File: config.mk
export PLATFORM = sky130hd
export DESIGN_NAME = layer_compositor
export DESIGN_NICKNAME = d
export VERILOG_FILES = /design/src/rtl/layer_compositor.sv
export SDC_FILE = /design/constraint.sdc
export NUM_CORES = 1
export LEC_CHECK = 0
export BUFFER_PORTS_ARGS = -buffer_cell sky130_fd_sc_hd__buf_2
export CORE_UTILIZATION = 45
export CTS_CLUSTER_SIZE = 10
export DETAILED_ROUTE_END_ITERATION = 6
export GPL_ROUTABILITY_DRIVEN = 0
export HOLD_SLACK_MARGIN = 0.03
export PLACE_DENSITY = 0.78
export SYNTH_ARGS = -nofsm -noshare
export SYNTH_HDL_FRONTEND = slang
export SYNTH_SLANG_ARGS = --single-unit
File: constraint.sdc
create_clock -name clk -period 3.95 [get_ports clk]
set_clock_uncertainty 0.2 [all_clocks]
set_input_delay 0 -clock clk [delete_from_list [all_inputs] [get_ports clk]]
set_output_delay 0 -clock clk [all_outputs]
set_load 0.01 [all_outputs]
File: src/rtl/layer_compositor.sv
// Layer compositor: resolves prioritised layer hits into one registered VGA colour,
// with per-layer blinking, a frame-counted full-screen flash and sync alignment.
module layer_compositor #(
    parameter int NUM_LAYERS   = 4,
    parameter int COLOR_W      = 12,
    parameter int BLINK_FRAMES = 16,
    parameter int FLASH_FRAMES = 8
) (
    input  logic                          clk,
    input  logic                          rst,
    input  logic                          pixel_en,
    input  logic                          video_on,
    input  logic                          hsync_in,
    input  logic                          vsync_in,
    input  logic                          frame_start,
    input  logic [NUM_LAYERS-1:0]         layer_on,
    input  logic [NUM_LAYERS*COLOR_W-1:0] layer_color,
    input  logic [NUM_LAYERS-1:0]         blink_mask,
    input  logic [COLOR_W-1:0]            bg_color,
    input  logic                          flash_req,
    input  logic [COLOR_W-1:0]            flash_color,
    output logic [COLOR_W-1:0]            vga,
    output logic                          VGA_HS,
    output logic                          VGA_VS,
    output logic                          flash_busy
);

    localparam int IW = (NUM_LAYERS > 1) ? $clog2(NUM_LAYERS) : 1;
    localparam int BW = $clog2(BLINK_FRAMES);
    localparam int FW = (FLASH_FRAMES > 1) ? $clog2(FLASH_FRAMES) : 1;

    localparam logic [BW-1:0] BLINK_LAST = BW'(BLINK_FRAMES - 1);
    localparam logic [FW-1:0] FLASH_LAST = FW'(FLASH_FRAMES - 1);

    typedef enum logic {
        IDLE,
        FLASH
    } state_t;

    state_t state, state_next;

    logic [FW-1:0] flash_cnt, flash_cnt_next;
    logic          flash_phase, flash_phase_next;

    logic [BW-1:0] blink_cnt;
    logic          blink_phase;

    logic [NUM_LAYERS-1:0] eff_on;
    logic [COLOR_W-1:0]    colors [NUM_LAYERS];
    logic [IW-1:0]         sel;
    logic                  hit;
    logic [COLOR_W-1:0]    pick;

    logic [COLOR_W-1:0] s1_color;
    logic               s1_video;
    logic               s1_hs;
    logic               s1_vs;

    for (genvar g = 0; g < NUM_LAYERS; g++) begin : g_col
        assign colors[g] = layer_color[g*COLOR_W +: COLOR_W];
    end

    assign eff_on = layer_on & ~(blink_mask & {NUM_LAYERS{blink_phase}});

    // Scan from the lowest priority upward so the lowest hit index wins.
    always_comb begin
        hit = 1'b0;
        sel = '0;
        for (int i = NUM_LAYERS - 1; i >= 0; i--) begin
            if (eff_on[i]) begin
                hit = 1'b1;
                sel = IW'(i);
            end
        end
    end

    assign pick = hit ? colors[sel] : bg_color;

    always_ff @(posedge clk) begin
        if (rst) begin
            s1_color <= '0;
            s1_video <= 1'b0;
            s1_hs    <= 1'b1;
            s1_vs    <= 1'b1;
            vga      <= '0;
            VGA_HS   <= 1'b1;
            VGA_VS   <= 1'b1;
        end else if (pixel_en) begin
            s1_color <= pick;
            s1_video <= video_on;
            s1_hs    <= hsync_in;
            s1_vs    <= vsync_in;
            if (!s1_video) begin
                vga <= '0;
            end else if (flash_phase) begin
                vga <= flash_color;
            end else begin
                vga <= s1_color;
            end
            VGA_HS <= s1_hs;
            VGA_VS <= s1_vs;
        end
    end

    always_ff @(posedge clk) begin
        if (rst) begin
            blink_cnt   <= '0;
            blink_phase <= 1'b0;
        end else if (frame_start) begin
            if (blink_cnt == BLINK_LAST) begin
                blink_cnt   <= '0;
                blink_phase <= ~blink_phase;
            end else begin
                blink_cnt <= blink_cnt + BW'(1);
            end
        end
    end

    always_ff @(posedge clk) begin
        if (rst) begin
            state       <= IDLE;
            flash_cnt   <= '0;
            flash_phase <= 1'b0;
        end else begin
            state       <= state_next;
            flash_cnt   <= flash_cnt_next;
            flash_phase <= flash_phase_next;
        end
    end

    // A frame_start coinciding with entry is not counted; requests in FLASH are dropped.
    always_comb begin
        state_next       = state;
        flash_cnt_next   = flash_cnt;
        flash_phase_next = flash_phase;
        unique case (state)
            IDLE: begin
                if (flash_req) begin
                    state_next       = FLASH;
                    flash_cnt_next   = '0;
                    flash_phase_next = 1'b1;
                end
            end
            FLASH: begin
                if (frame_start) begin
                    if (flash_cnt == FLASH_LAST) begin
                        state_next       = IDLE;
                        flash_cnt_next   = '0;
                        flash_phase_next = 1'b0;
                    end else begin
                        flash_cnt_next   = flash_cnt + FW'(1);
                        flash_phase_next = ~flash_phase;
                    end
                end
            end
            default: begin
                state_next = IDLE;
            end
        endcase
    end

    assign flash_busy = (state == FLASH);

endmodule

==> flow_summary_export.csv <==
group,metric,value,unit
finish,insertedDiodeCount,0,
critical_path,crit_type,"flop to flop",
clock_network,cts-buffers-inserted,5,
critical_path,crit_top_cell,"dlygate4sd3_1",
timing,worst_pin_slew,0.949,ns
clock_network,insertion_delay,0.30,ns
clock_network,cts_buffer_depth,2,
critical_path,cp_slowest_cell,"nor2_1",
timing,drv_slew,0,
synth,synth_fp_nets,359,
timing,worst_hold_slack,0.0356,ns
placement,placed_cells,418,
clock_network,cts_setup_buffers,0,
placement,placement.io_buffers,102,
power,cellPowerDensity,280,nW/um^2
clock_network,htreeDepth,2,
power,p_clk_share,28.3,%
floorplan,start_util,46.5,%
synth,ys_ff_latch,39,
synth,yosysSeqAreaShare,35.6,%
grt,grt_max_degree,40,
synth,synthArstFlopShare,0,%
detailed_routing,ant_nets,0,
timing,slew_headroom,36.5,%
clock_network,cts_root_buf,"clkbuf_8",
floorplan,die_h,71.9,um
grt,antenna_found_initial,0,
floorplan,die_width,71.9,um
placement,dp_slack,1.83,ns
power,intPower,674,uW
synth,synth_flop_cell,"dfxtp_1",
detailed_routing,wl,7030,um
run_status,status,"complete, no violations",
clock_network,clk_pin_slew,0.08,ns
power,vdd_ir_drop_max,146,uV
worst_hold_path,min_path_type,"primary input to flop",
power,power_frac_seq,46.6,%
finish,final_core_utilization,71.3,%
detailed_routing,vias,2673,
synth,synth_edf_count,0,
finish,syn2layout_area_growth,53.3,%
detailed_routing,drt_iter0_markers,268,
synth,ys_warn_count,0,
clock_network,postCtsResizedCells,0,
power,p_total,944,uW
grt,grt_overflow,0,
floorplan,boundaryPins,103,
timing,fin_crit,3.29,ns
timing,setup_viol,0,
critical_path,slowest_delay,0.75,ns
timing,finalSetupTns,0,ns
critical_path,path_buf_inv,2,
power,p_sw,270,uW
detailed_routing,drc,0,
critical_path,crit_family,"buffers and inverters",
critical_path,worstPathArrival,3.33,ns
detailed_routing,wl_per_cell,14.6,um
grt,grt_pass1_wl,10800,um
critical_path,cp_max_fo,12,
synth,syn_inst,268,
grt,use_met1,34.8,%
power,leakage,1.50,nW
detailed_routing,drtPass1Iterations,7,
grt,grtUsageMet3,5.06,%
critical_path,critPathRequiredTime,3.99,ns
grt,grt_busiest_layer,"met2",
synth,netlist_area,2200,sq um
grt,grt_pass1_vias,2325,
grt,grtUsageTotal,26.8,%
timing,rsz0062_at_grt,"false",
floorplan,coreArea,4720,sq um
timing,fmax,0.304,GHz
clock_network,clock_sinks,39,
clock_network,cts_tree,"done",
power,p_comb_share,25.1,%
finish,stdcell_count,483,
run,cap_violations,0,
timing,finalHoldViolations,0,
placement,dpl.hpwl,4260,um
critical_path,critPathCaptureType,"flop",
placement,place_area,2710,sq um
synth,ys_types,40,
finish,final_area,3370,sq um
critical_path,cp-start-kind,"flop",
synth,avgSynthCellArea,8.19,sq um
critical_path,cp_cell_sequence,"a21bo_2, a32oi_1, nor2_1, o2111ai_1, dlygate4sd3_1, o211ai_1, dlygate4sd3_1",
timing,fin_crit_sh,83.2,%
finish,fin_nets,506,
floorplan,dieArea,5160,sq um
grt,use_met2,44.8,%
power,switching_share,28.6,%
finish,drive_above_1_share,31.3,%
detailed_routing,viasPerCell,5.53,
timing,fin_ws,0.663,ns
floorplan,num_rows,25,
worst paths after layout:
check / from / end / slack, ns / depth (start not counted)
worst min-delay path: rst / blink_cnt[1] / 0.04 / 2
worst max-delay path: blink_phase / s1_color[5] / 0.66 / 7
worst max register to register: blink_phase / s1_color[5] / 0.66 / 7
worst min register to register: VGA_HS / VGA_HS / 0.27 / 1
synthesized netlist by cell type (all sizes together), types with 3 or more instances:
| master | count | area (sq um) |
|---|---|---|
| nand3 | 3 | 20.0 |
| o21ai | 12 | 60.1 |
| o21bai | 3 | 26.3 |
| o2111ai | 11 | 96.3 |
| a22oi | 23 | 173 |
| clkbuf | 11 | 41.3 |
| and2 | 3 | 18.8 |
| or3 | 12 | 75.1 |
| and3 | 12 | 75.1 |
| ha | 3 | 37.5 |
| a21oi | 4 | 20.0 |
| inv | 3 | 11.3 |
| nand2b | 3 | 18.8 |
| o211ai | 11 | 82.6 |
| a211o | 5 | 43.8 |
| a32oi | 3 | 26.3 |
| nand2 | 19 | 71.3 |
| dfxtp | 39 | 781 |
| mux2 | 14 | 158 |
| nor2 | 48 | 183 |
| buf | 9 | 43.8 |
kinds of logic after synthesis:
group	synth area share, %
simple gates	23.0
compound gates	26.5
flops	35.6
buf+inv	4.39
mux	8.09
fa+ha+maj	1.71
xor+xnor	0.798
layer usage:
metal | share of wire, % | wire (um) | vias up
li1 | - | - | 1288
met1 | 41 | 2910 | 1219
met2 | 49 | 3430 | 142
met3 | 7.2 | 503 | 24
met4 | 2.7 | 187 | 0
met5 | 0 | 0 | -
power groups by stage:
stage / combinational (mW) / sequential [mW] / clock (mW)
final: 0.237 / 0.440 / 0.267
after detailed placement: 0.176 / 0.448 / 0
after CTS: 0.230 / 0.439 / 0.266
after global routing: 0.259 / 0.442 / 0.280
after global placement: 0.173 / 0.448 / 0
after floorplan: 0.112 / 0.440 / 0
timing repair:
action	in CTS	in global routing
hold buffers	57	0
endpoints found under the setup margin	0	0
endpoints found under the hold margin	36	0
sequential cells by signal, indices dropped and copies added (netlist names), 3 cells and up:
register and count:
s1_color 12, flash_cnt 3, blink_cnt 4, vga 12
worst reg2reg max path: stages (launching register included):
cell and delay (ns):
dfxtp_1 0.45, a21bo_2 0.17, a32oi_1 0.11, nor2_1 0.75, o2111ai_1 0.22, dlygate4sd3_1 0.65, o211ai_1 0.13, dlygate4sd3_1 0.58
placed cells by master (no fill, tap or decap), types with 3 or more instances in the layout:
| master | instances |
|---|---|
| buf_2 | 102 |
| o21ai_0 | 10 |
| o2111ai_1 | 11 |
| and2_1 | 3 |
| clkinv_2 | 3 |
| inv_1 | 3 |
| a21oi_1 | 4 |
| dlygate4sd3_1 | 57 |
| a32oi_1 | 3 |
| a22oi_1 | 23 |
| mux2_2 | 13 |
| nor2_1 | 47 |
| nand2_1 | 19 |
| ha_1 | 3 |
| nand2b_1 | 3 |
| o211ai_1 | 11 |
| clkbuf_8 | 5 |
| or3_1 | 12 |
| dfxtp_1 | 39 |
| and3_1 | 12 |
| a211o_1 | 5 |
cell type report:
| class | count | area, sq um |
|---|---|---|
| timing repair buffer | 160 | 1090 |
| inverter | 3 | 11.3 |
| sequential | 39 | 781 |
| clock inverter | 3 | 15.0 |
| tap | 67 | 83.8 |
| multi-input combinational | 206 | 1320 |
| fill | 357 | 1360 |
| clock buffer | 5 | 68.8 |
Note: power is estimated with default switching activity, not from simulation.
